$ cat src/rtl/decode_execute_reg_if.sv
// Decode-to-execute pipeline boundary: D-stage fields in, registered E-stage fields out.
interface decode_execute_reg_if #(
    parameter int DATA_WIDTH     = 32,
    parameter int REG_ADDR_WIDTH = 5
);
    logic                      StallE;
    logic                      FlushE;
    logic                      ValidD;
    logic                      RegWriteD;
    logic [1:0]                ResultSrcD;
    logic                      MemWriteD;
    logic                      ALUsrcD;
    logic [2:0]                BranchD;
    logic                      JumpD;
    logic [3:0]                ALUControlD;
    logic [2:0]                Funct3D;
    logic [DATA_WIDTH-1:0]     RD1D;
    logic [DATA_WIDTH-1:0]     RD2D;
    logic [DATA_WIDTH-1:0]     ImmExtD;
    logic [DATA_WIDTH-1:0]     PCD;
    logic [DATA_WIDTH-1:0]     PCPlus4D;
    logic [REG_ADDR_WIDTH-1:0] Rs1D;
    logic [REG_ADDR_WIDTH-1:0] Rs2D;
    logic [REG_ADDR_WIDTH-1:0] RdD;

    logic                      ValidE;
    logic                      RegWriteE;
    logic [1:0]                ResultSrcE;
    logic                      MemWriteE;
    logic                      ALUsrcE;
    logic [2:0]                BranchE;
    logic                      JumpE;
    logic [3:0]                ALUControlE;
    logic [2:0]                Funct3E;
    logic [DATA_WIDTH-1:0]     RD1E;
    logic [DATA_WIDTH-1:0]     RD2E;
    logic [DATA_WIDTH-1:0]     ImmExtE;
    logic [DATA_WIDTH-1:0]     PCE;
    logic [DATA_WIDTH-1:0]     PCPlus4E;
    logic [REG_ADDR_WIDTH-1:0] Rs1E;
    logic [REG_ADDR_WIDTH-1:0] Rs2E;
    logic [REG_ADDR_WIDTH-1:0] RdE;
    logic [15:0]               BubbleCountE;

    modport master (
        output StallE, FlushE, ValidD, RegWriteD, ResultSrcD, MemWriteD, ALUsrcD,
               BranchD, JumpD, ALUControlD, Funct3D, RD1D, RD2D, ImmExtD, PCD,
               PCPlus4D, Rs1D, Rs2D, RdD,
        input  ValidE, RegWriteE, ResultSrcE, MemWriteE, ALUsrcE, BranchE, JumpE,
               ALUControlE, Funct3E, RD1E, RD2E, ImmExtE, PCE, PCPlus4E, Rs1E,
               Rs2E, RdE, BubbleCountE
    );

    modport slave (
        input  StallE, FlushE, ValidD, RegWriteD, ResultSrcD, MemWriteD, ALUsrcD,
               BranchD, JumpD, ALUControlD, Funct3D, RD1D, RD2D, ImmExtD, PCD,
               PCPlus4D, Rs1D, Rs2D, RdD,
        output ValidE, RegWriteE, ResultSrcE, MemWriteE, ALUsrcE, BranchE, JumpE,
               ALUControlE, Funct3E, RD1E, RD2E, ImmExtE, PCE, PCPlus4E, Rs1E,
               Rs2E, RdE, BubbleCountE
    );
endinterface

$ cat src/rtl/decode_execute_reg.sv
// D->E pipeline register with flush/stall priority, bubble insertion for invalid
// instructions and a saturating count of bubbles loaded.
module decode_execute_reg #(
    parameter int DATA_WIDTH     = 32,
    parameter int REG_ADDR_WIDTH = 5
) (
    input  logic                clk,
    input  logic                rst,
    decode_execute_reg_if.slave bus
);
    typedef struct packed {
        logic                      valid;
        logic                      regwrite;
        logic [1:0]                resultsrc;
        logic                      memwrite;
        logic                      alusrc;
        logic [2:0]                branch;
        logic                      jump;
        logic [3:0]                aluctrl;
        logic [2:0]                funct3;
        logic [DATA_WIDTH-1:0]     rd1;
        logic [DATA_WIDTH-1:0]     rd2;
        logic [DATA_WIDTH-1:0]     imm;
        logic [DATA_WIDTH-1:0]     pc;
        logic [DATA_WIDTH-1:0]     pcplus4;
        logic [REG_ADDR_WIDTH-1:0] rs1;
        logic [REG_ADDR_WIDTH-1:0] rs2;
        logic [REG_ADDR_WIDTH-1:0] rd;
    } stage_t;

    stage_t      stage_q, stage_d;
    logic [15:0] bubcnt_q, bubcnt_d;
    logic        load_bubble;

    // An invalid D instruction on a capture edge is treated exactly like a flush.
    assign load_bubble = bus.FlushE || (!bus.StallE && !bus.ValidD);

    always_comb begin
        stage_d  = stage_q;
        bubcnt_d = bubcnt_q;
        if (load_bubble) begin
            stage_d = '0;
            if (bubcnt_q != '1) begin
                bubcnt_d = bubcnt_q + 16'd1;
            end
        end else if (!bus.StallE) begin
            stage_d.valid     = 1'b1;
            stage_d.regwrite  = bus.RegWriteD;
            stage_d.resultsrc = bus.ResultSrcD;
            stage_d.memwrite  = bus.MemWriteD;
            stage_d.alusrc    = bus.ALUsrcD;
            stage_d.branch    = bus.BranchD;
            stage_d.jump      = bus.JumpD;
            stage_d.aluctrl   = bus.ALUControlD;
            stage_d.funct3    = bus.Funct3D;
            stage_d.rd1       = bus.RD1D;
            stage_d.rd2       = bus.RD2D;
            stage_d.imm       = bus.ImmExtD;
            stage_d.pc        = bus.PCD;
            stage_d.pcplus4   = bus.PCPlus4D;
            stage_d.rs1       = bus.Rs1D;
            stage_d.rs2       = bus.Rs2D;
            stage_d.rd        = bus.RdD;
        end
    end

    always_ff @(posedge clk or posedge rst) begin
        if (rst) begin
            stage_q  <= '0;
            bubcnt_q <= '0;
        end else begin
            stage_q  <= stage_d;
            bubcnt_q <= bubcnt_d;
        end
    end

    assign bus.ValidE       = stage_q.valid;
    assign bus.RegWriteE    = stage_q.regwrite;
    assign bus.ResultSrcE   = stage_q.resultsrc;
    assign bus.MemWriteE    = stage_q.memwrite;
    assign bus.ALUsrcE      = stage_q.alusrc;
    assign bus.BranchE      = stage_q.branch;
    assign bus.JumpE        = stage_q.jump;
    assign bus.ALUControlE  = stage_q.aluctrl;
    assign bus.Funct3E      = stage_q.funct3;
    assign bus.RD1E         = stage_q.rd1;
    assign bus.RD2E         = stage_q.rd2;
    assign bus.ImmExtE      = stage_q.imm;
    assign bus.PCE          = stage_q.pc;
    assign bus.PCPlus4E     = stage_q.pcplus4;
    assign bus.Rs1E         = stage_q.rs1;
    assign bus.Rs2E         = stage_q.rs2;
    assign bus.RdE          = stage_q.rd;
    assign bus.BubbleCountE = bubcnt_q;
endmodule

$ cat src/flat_wrapper.sv
// flat-port wrapper written by rule: the top's interface ports become plain ports
module decode_execute_reg_flat 
#(
    parameter int DATA_WIDTH     = 32,
    parameter int REG_ADDR_WIDTH = 5
)
  (clk, rst, bus_StallE, bus_FlushE, bus_ValidD, bus_RegWriteD, bus_ResultSrcD, bus_MemWriteD, bus_ALUsrcD, bus_BranchD, bus_JumpD, bus_ALUControlD, bus_Funct3D, bus_RD1D, bus_RD2D, bus_ImmExtD, bus_PCD, bus_PCPlus4D, bus_Rs1D, bus_Rs2D, bus_RdD, bus_ValidE, bus_RegWriteE, bus_ResultSrcE, bus_MemWriteE, bus_ALUsrcE, bus_BranchE, bus_JumpE, bus_ALUControlE, bus_Funct3E, bus_RD1E, bus_RD2E, bus_ImmExtE, bus_PCE, bus_PCPlus4E, bus_Rs1E, bus_Rs2E, bus_RdE, bus_BubbleCountE);
  decode_execute_reg_if #(.DATA_WIDTH(DATA_WIDTH), .REG_ADDR_WIDTH(REG_ADDR_WIDTH)) bus_i ();
  input  logic clk;
  input  logic rst;
  input wire logic [$bits(bus_i.StallE)-1:0] bus_StallE;
  input wire logic [$bits(bus_i.FlushE)-1:0] bus_FlushE;
  input wire logic [$bits(bus_i.ValidD)-1:0] bus_ValidD;
  input wire logic [$bits(bus_i.RegWriteD)-1:0] bus_RegWriteD;
  input wire logic [$bits(bus_i.ResultSrcD)-1:0] bus_ResultSrcD;
  input wire logic [$bits(bus_i.MemWriteD)-1:0] bus_MemWriteD;
  input wire logic [$bits(bus_i.ALUsrcD)-1:0] bus_ALUsrcD;
  input wire logic [$bits(bus_i.BranchD)-1:0] bus_BranchD;
  input wire logic [$bits(bus_i.JumpD)-1:0] bus_JumpD;
  input wire logic [$bits(bus_i.ALUControlD)-1:0] bus_ALUControlD;
  input wire logic [$bits(bus_i.Funct3D)-1:0] bus_Funct3D;
  input wire logic [$bits(bus_i.RD1D)-1:0] bus_RD1D;
  input wire logic [$bits(bus_i.RD2D)-1:0] bus_RD2D;
  input wire logic [$bits(bus_i.ImmExtD)-1:0] bus_ImmExtD;
  input wire logic [$bits(bus_i.PCD)-1:0] bus_PCD;
  input wire logic [$bits(bus_i.PCPlus4D)-1:0] bus_PCPlus4D;
  input wire logic [$bits(bus_i.Rs1D)-1:0] bus_Rs1D;
  input wire logic [$bits(bus_i.Rs2D)-1:0] bus_Rs2D;
  input wire logic [$bits(bus_i.RdD)-1:0] bus_RdD;
  output wire logic [$bits(bus_i.ValidE)-1:0] bus_ValidE;
  output wire logic [$bits(bus_i.RegWriteE)-1:0] bus_RegWriteE;
  output wire logic [$bits(bus_i.ResultSrcE)-1:0] bus_ResultSrcE;
  output wire logic [$bits(bus_i.MemWriteE)-1:0] bus_MemWriteE;
  output wire logic [$bits(bus_i.ALUsrcE)-1:0] bus_ALUsrcE;
  output wire logic [$bits(bus_i.BranchE)-1:0] bus_BranchE;
  output wire logic [$bits(bus_i.JumpE)-1:0] bus_JumpE;
  output wire logic [$bits(bus_i.ALUControlE)-1:0] bus_ALUControlE;
  output wire logic [$bits(bus_i.Funct3E)-1:0] bus_Funct3E;
  output wire logic [$bits(bus_i.RD1E)-1:0] bus_RD1E;
  output wire logic [$bits(bus_i.RD2E)-1:0] bus_RD2E;
  output wire logic [$bits(bus_i.ImmExtE)-1:0] bus_ImmExtE;
  output wire logic [$bits(bus_i.PCE)-1:0] bus_PCE;
  output wire logic [$bits(bus_i.PCPlus4E)-1:0] bus_PCPlus4E;
  output wire logic [$bits(bus_i.Rs1E)-1:0] bus_Rs1E;
  output wire logic [$bits(bus_i.Rs2E)-1:0] bus_Rs2E;
  output wire logic [$bits(bus_i.RdE)-1:0] bus_RdE;
  output wire logic [$bits(bus_i.BubbleCountE)-1:0] bus_BubbleCountE;
  assign bus_i.StallE = bus_StallE;
  assign bus_i.FlushE = bus_FlushE;
  assign bus_i.ValidD = bus_ValidD;
  assign bus_i.RegWriteD = bus_RegWriteD;
  assign bus_i.ResultSrcD = bus_ResultSrcD;
  assign bus_i.MemWriteD = bus_MemWriteD;
  assign bus_i.ALUsrcD = bus_ALUsrcD;
  assign bus_i.BranchD = bus_BranchD;
  assign bus_i.JumpD = bus_JumpD;
  assign bus_i.ALUControlD = bus_ALUControlD;
  assign bus_i.Funct3D = bus_Funct3D;
  assign bus_i.RD1D = bus_RD1D;
  assign bus_i.RD2D = bus_RD2D;
  assign bus_i.ImmExtD = bus_ImmExtD;
  assign bus_i.PCD = bus_PCD;
  assign bus_i.PCPlus4D = bus_PCPlus4D;
  assign bus_i.Rs1D = bus_Rs1D;
  assign bus_i.Rs2D = bus_Rs2D;
  assign bus_i.RdD = bus_RdD;
  assign bus_ValidE = bus_i.ValidE;
  assign bus_RegWriteE = bus_i.RegWriteE;
  assign bus_ResultSrcE = bus_i.ResultSrcE;
  assign bus_MemWriteE = bus_i.MemWriteE;
  assign bus_ALUsrcE = bus_i.ALUsrcE;
  assign bus_BranchE = bus_i.BranchE;
  assign bus_JumpE = bus_i.JumpE;
  assign bus_ALUControlE = bus_i.ALUControlE;
  assign bus_Funct3E = bus_i.Funct3E;
  assign bus_RD1E = bus_i.RD1E;
  assign bus_RD2E = bus_i.RD2E;
  assign bus_ImmExtE = bus_i.ImmExtE;
  assign bus_PCE = bus_i.PCE;
  assign bus_PCPlus4E = bus_i.PCPlus4E;
  assign bus_Rs1E = bus_i.Rs1E;
  assign bus_Rs2E = bus_i.Rs2E;
  assign bus_RdE = bus_i.RdE;
  assign bus_BubbleCountE = bus_i.BubbleCountE;
  decode_execute_reg #(.DATA_WIDTH(DATA_WIDTH), .REG_ADDR_WIDTH(REG_ADDR_WIDTH)) u_core (.clk(clk), .rst(rst), .bus(bus_i));
endmodule
$ cat config.mk
export PLATFORM = sky130hd
export DESIGN_NAME = decode_execute_reg_flat
export DESIGN_NICKNAME = d
export VERILOG_FILES = /design/src/rtl/decode_execute_reg_if.sv /design/src/rtl/decode_execute_reg.sv /design/src/flat_wrapper.sv
export SDC_FILE = /design/constraint.sdc
export NUM_CORES = 1
export LEC_CHECK = 0
export CELL_PAD_IN_SITES_DETAIL_PLACEMENT = 0
export CELL_PAD_IN_SITES_GLOBAL_PLACEMENT = 2
export CORE_MARGIN = 4
export CORE_UTILIZATION = 25
export DETAILED_ROUTE_END_ITERATION = 16
export PLACE_DENSITY_LB_ADDON = 0.1
export SYNTH_ARGS = -nofsm -noshare
export SYNTH_HDL_FRONTEND = slang
export SYNTH_SLANG_ARGS = --single-unit
$ cat constraint.sdc
create_clock -name clk -period 7.7 [get_ports clk]
set_input_delay 1.155 -clock clk [delete_from_list [all_inputs] [get_ports clk]]
set_output_delay 1.155 -clock clk [all_outputs]
set_load 0.005 [all_outputs]
# --- Word level (Yosys, flattened, before mapping) ---
# Cells that the tools add are included.
word_totals:
  inputBits: 196
  latchBits: 0
  ramBits: 0
  mem_bits_ro: 0
  word_cells: 28
  memories: 0
  register_bits: 208
op_classes:
  mul: 0
  order_cmp: 0
  eq_ne: 2
  n_mux: 2
  n_bitwise: 0
  n_reduce_logical: 5
  div_mod_pow: 0
  add_sub_neg: 1
  shift: 0
ops:
  columns: ["op", "n"]
  rows:
  - ["two-way mux 192 bit", 2]
  - ["adder 16 x 1 -> 16 bit, second input constant", 1]
  - ["!= test 16 bit, second input constant", 1]
  - ["logical NOT 1 bit", 2]
  - ["!= test 2 x 1 -> 1 bit, second input constant", 1]
  - ["AND reduction 2 bit", 1]
  - ["logical AND 1 bit", 1]
  - ["logical OR 1 bit", 1]

# --- Depth between registers and ports, before layout ---
depth:
  word_depth: 4
  ltp_mapped: 5
  ltp_nobuf: 5

# --- Worst setup path after synthesis ---
# No wires, ideal clock.
synth_path:
  path_kind: "input to register"
  startpoint: "input bus_StallE"
  endpoint: "register u_core.bubcnt_q[9] (netlist: u_core.bus.BubbleCountE[9])"
  t_arrival_ps: 2091
  setup_ps: 125
  required_time_ps: 7575
  path_stages: 5
  path_buffers: 1
  path_slack_ps: 5484
  path_cell_list: "clkbuf_8 > o21ba_2 > nor3_1 > nand4b_1 > xnor2_1"
synth_between:
  elab_chain_cells: 4
synth_lines:
  columns: ["element", "line", "text"]
  rows:
  - ["start, declared", "flat_wrapper.sv:11", "input wire logic [$bits(bus_i.StallE)-1:0] bus_StallE;"]
  - ["logical NOT 1 bit", null, null]
  - ["logical AND 1 bit", "decode_execute_reg.sv:36", "assign load_bubble = bus.FlushE || (!bus.StallE && !bus.ValidD);"]
  - ["logical OR 1 bit", "decode_execute_reg.sv:36", null]
  - ["AND reduction 2 bit (no line)", null, null]
  - ["end signal, assigned", "decode_execute_reg.sv:73", "bubcnt_q <= bubcnt_d;"]
  - ["end, declared", "decode_execute_reg.sv:32", "logic [15:0] bubcnt_q, bubcnt_d;"]
# No other way between the ends.
# A chain may end at the register's enable or synchronous reset.

# --- Worst setup path in the final report ---
layout_path:
  startpoint: "input bus_StallE"
  endpoint: "register u_core.stage_q, in the netlist u_core.bus.PCE[0]"
layout_between:
  elab_chain_cells: 4
  word_cells_on_any_way: 5
  cone_classes: "eq/ne (1); mux (1); reduce/logical (3)"
layout_lines:
  columns: ["element", "line", "text"]
  rows:
  - ["logical NOT 1 bit", null, null]
  - ["logical AND 1 bit", "decode_execute_reg.sv:36", null]
  - ["logical OR 1 bit", "decode_execute_reg.sv:36", null]
  - ["!= test 2 x 1 -> 1 bit (no line) / two-way mux 192 bit (equally long branches)", null, null]
  - ["end signal, assigned", "decode_execute_reg.sv:72", "stage_q <= stage_d;"]
  - ["end, declared", "decode_execute_reg.sv:31", "stage_t stage_q, stage_d;"]
# Several ways; a longest one is shown, not always the timed one.

==> flow_summary_export.csv <==
group,metric,value,unit
outcome,status,"finished clean",
grt,grt_pass1_vias,6915,
synthesis,synth_top_area_cell,"dfrtp_1",
synthesis,synthArstFlopShare,100,%
clock_tree,cts_resized,0,
routing,firstDrtPassIters,4,
clock_tree,cts_setup_buffers,0,
synthesis,synth_top_family_by_area,"multiplexers",
synthesis,synth_fa_ha_area_share,0.148,%
grt,grt_usage,15.1,%
setup_path,critPathLaunchType,"input port",
setup_path,cp_max_fo,90,
grt,grt_pass1_wl,43200,um
sta,post-route-period-util,38.0,%
synthesis,synthDominantCellAreaShare,61.5,%
cells_and_area,drive_above_1_share,4.11,%
worst_hold_path,holdPathStages,1,
cells_and_area,fin_cells,1545,
die,initial_core_util,25.3,%
synthesis,synthSimpleGateAreaFrac,11.2,%
cells_and_area,multi_input_area,3060,sq um
routing,vias,6506,
clock_tree,cts_buffer_depth,3,
placed_design,dpl.hpwl,19900,um
setup_path,cp_data_required_time,8.06,ns
synthesis,synth_most_common_cell,"dfrtp_1",
die,die-area,36800,sq um
die,dieWidth,192,um
pwr,p_leak,6.28,nW
synthesis,synth_ff_type,"dfrtp_1",
die,num_io_pins,404,
sta,slew-limit-headroom,22.8,%
synthesis,synth_common_cells,"dfrtp_1, nor2_1, mux2i_1, clkbuf_1, buf_2",
synthesis,yosysUniqueCellTypes,30,
sta,setup_viol,0,
clock_tree,cts_tree,"done",
worst_hold_path,holdCritStartpoint,"u_core.bus.BubbleCountE[15]",
synthesis,seq_area_frac_synth,61.5,%
routing,ant_nets,0,
routing,wl,28900,um
sta,rsz0062_at_grt,"no",
pwr,vdd_drop_max,0.000185,V
sta,max_freq,0.342,GHz
routing,drc,0,
placed_design,placed_cells,1501,
flow_run,drv_cap,0,
cells_and_area,final_nets,1278,
clock_tree,h-tree-depth,1,
cells_and_area,regArea,5200,sq um
setup_path,endpoint_kind,"flop",
routing,viasPerCell,4.21,
sta,fin_crit,2.92,ns
synthesis,synth_seq_cells,208,
cells_and_area,n_fill_cell,3259,
grt,grt_max_degree,195,
clock_tree,clockRootBuffer,"clkbuf_16",
synthesis,syn_nets,885,
grt,grt_antenna_before_repair,3,
placed_design,place.gp.congestion,0.718,
sta,slew_viol_final,0,
grt,grt-ovfl-total,0,
synthesis,synth-compound-area-share,0.429,%
synthesis,synth_edf_count,0,
synthesis,synth_area,8460,sq um
synthesis,yosys.area_share.xor_xnor,1.45,%
setup_path,setup.worst_path.class,"input port to flop",
synthesis,synth.area.top_cells,"dfrtp_1, mux2i_1, nor2_1",
setup_path,worst-r2r-cell-count,5,
clock_tree,clk_latency,0.53,ns
synthesis,ys_warn_count,0,
sta,worstMarginPinSlew,1.16,ns
setup_path,reg2reg_from,"u_core.bus.BubbleCountE[0]",
synthesis,syn_inst,688,
routing,drtIter0Drc,237,
clock_tree,clkSlewWorstSetupHoldPaths,0.06,ns
pwr,cellPowerDensity,210,nW/um^2
clock_tree,numCtsBuffers,26,
die,num_rows,67,
clock_tree,cts_hold_buf,0,
sta,fin_tns_setup,0,ns
die,coreArea,33400,sq um
placed_design,port_buffers,403,
routing,avgRoutedWirePerCell,18.7,um
synthesis,syn_area_per_cell,12.3,sq um
setup_path,startpoint,"bus_StallE",
worst_hold_path,min_path_type,"flop to flop",
clock_tree,cts.sinks,208,
synthesis,muxShareOfSynthArea,22.8,%
setup_path,cp.arrival,3.29,ns
die,dieHeight,192,um
sta,final-hold-violation-count,0,
cells_and_area,syn_to_final_growth,62.1,%
sta,clock_skew,0.00505,ns
per-stage QoR:
step	worst slack, ns	util, %	hold slack, ns	area [sq um]	total power, mW
2_1_floorplan	0.864	-	0.489	8460	1.44
3_3_place_gp	4.14	38.6	0.490	12900	1.76
3_5_place_dp	4.18	38.6	0.497	12900	1.76
4_1_cts	4.74	41.0	0.506	13700	2.95
5_1_grt	4.61	41.0	0.543	13700	3.04
6_report	4.78	41.0	0.509	13700	2.88
path summary, 6_finish.rpt:
path,end,slack [ns]
min in group asynchronous,u_core.bus.ResultSrcE[1],1.19
hold reg to reg,u_core.bus.BubbleCountE[15],0.51
hold / removal,u_core.bus.BubbleCountE[15],0.51
setup reg to reg,u_core.bus.BubbleCountE[1],5.92
setup / recovery,u_core.bus.PCE[0],4.78
max in group asynchronous,u_core.bus.RD1E[19],5.26
cells in the final DEF, fill, tap and decap left out, drive strengths merged:
| cell type | netlist | final |
|---|---|---|
| nand3 | 5 | 5 |
| clkdlybuf4s50 | 0 | 402 |
| o21ai | 2 | 2 |
| nor3b | 1 | 1 |
| nand4b | 2 | 2 |
| clkinv | 0 | 1 |
| inv | 2 | 2 |
| o21ba | 1 | 1 |
| mux2i | 191 | 191 |
| nand2b | 3 | 3 |
| ha | 1 | 1 |
| a21oi | 1 | 1 |
| dfrtp | 208 | 208 |
| buf | 19 | 6 |
| nor2 | 193 | 193 |
| clkbuf | 24 | 40 |
| o21bai | 1 | 1 |
| mux2 | 1 | 1 |
| nand2 | 2 | 2 |
| xor2 | 10 | 10 |
| nor4 | 3 | 3 |
| diode | 0 | 2 |
| nand3b | 1 | 1 |
| bufinv | 0 | 1 |
| xnor2 | 4 | 4 |
| and4 | 2 | 2 |
| nor3 | 5 | 5 |
| nor4b | 2 | 2 |
| nand4 | 4 | 4 |
per-layer routing:
metal / global-route usage (%) / part of all wire, % / up-vias / wire, um
li1: - / - / 3089 / -
met1: 17.4 / 38 / 3141 / 10900
met2: 25.0 / 48 / 241 / 14000
met3: 7.56 / 12 / 33 / 3430
met4: 3.73 / 1.8 / 2 / 524
met5: 0 / 0.045 / - / 13
area by class of cell:
| type | instances | area share, % |
|---|---|---|
| sequential | 208 | 38.0 |
| antenna | 2 | 0.0365 |
| tap | 448 | 4.09 |
| clock buffer | 40 | 5.43 |
| clock inverter | 2 | 0.256 |
| inverter | 2 | 0.110 |
| multi-input combinational | 435 | 22.3 |
| timing repair buffer | 408 | 29.8 |
state kept, by name (all words and copies together), names as in the netlist:
signal                   cells
u_core.bus.ALUControlE       4
u_core.bus.ALUsrcE           1
u_core.bus.BranchE           3
u_core.bus.BubbleCountE     16
u_core.bus.Funct3E           3
u_core.bus.ImmExtE          32
u_core.bus.JumpE             1
u_core.bus.MemWriteE         1
u_core.bus.PCE              32
u_core.bus.PCPlus4E         32
u_core.bus.RD1E             32
u_core.bus.RD2E             32
u_core.bus.RdE               5
u_core.bus.RegWriteE         1
u_core.bus.ResultSrcE        2
u_core.bus.Rs1E              5
u_core.bus.Rs2E              5
u_core.bus.ValidE            1
critical path: stages:
cell	delay [ns]
buf_8	0.65
buf_4	0.95
mux2i_1	0.29
nor2_1	0.06
logic make-up after synthesis:
kind of cell,count (synthesis)
flops,208
buf+inv,45
mux,192
fa+ha+maj,1
compound gates,5
simple gates,223
xor+xnor,14
power by group:
group | internal (mW) | total, mW | leakage [nW] | switching (mW)
Clock | 0.688 | 1.15 | 0.378 | 0.462
Sequential | 1.17 | 1.24 | 2.78 | 0.0703
Combinational | 0.299 | 0.492 | 3.12 | 0.194
Note: power is estimated with default switching activity, not from simulation.
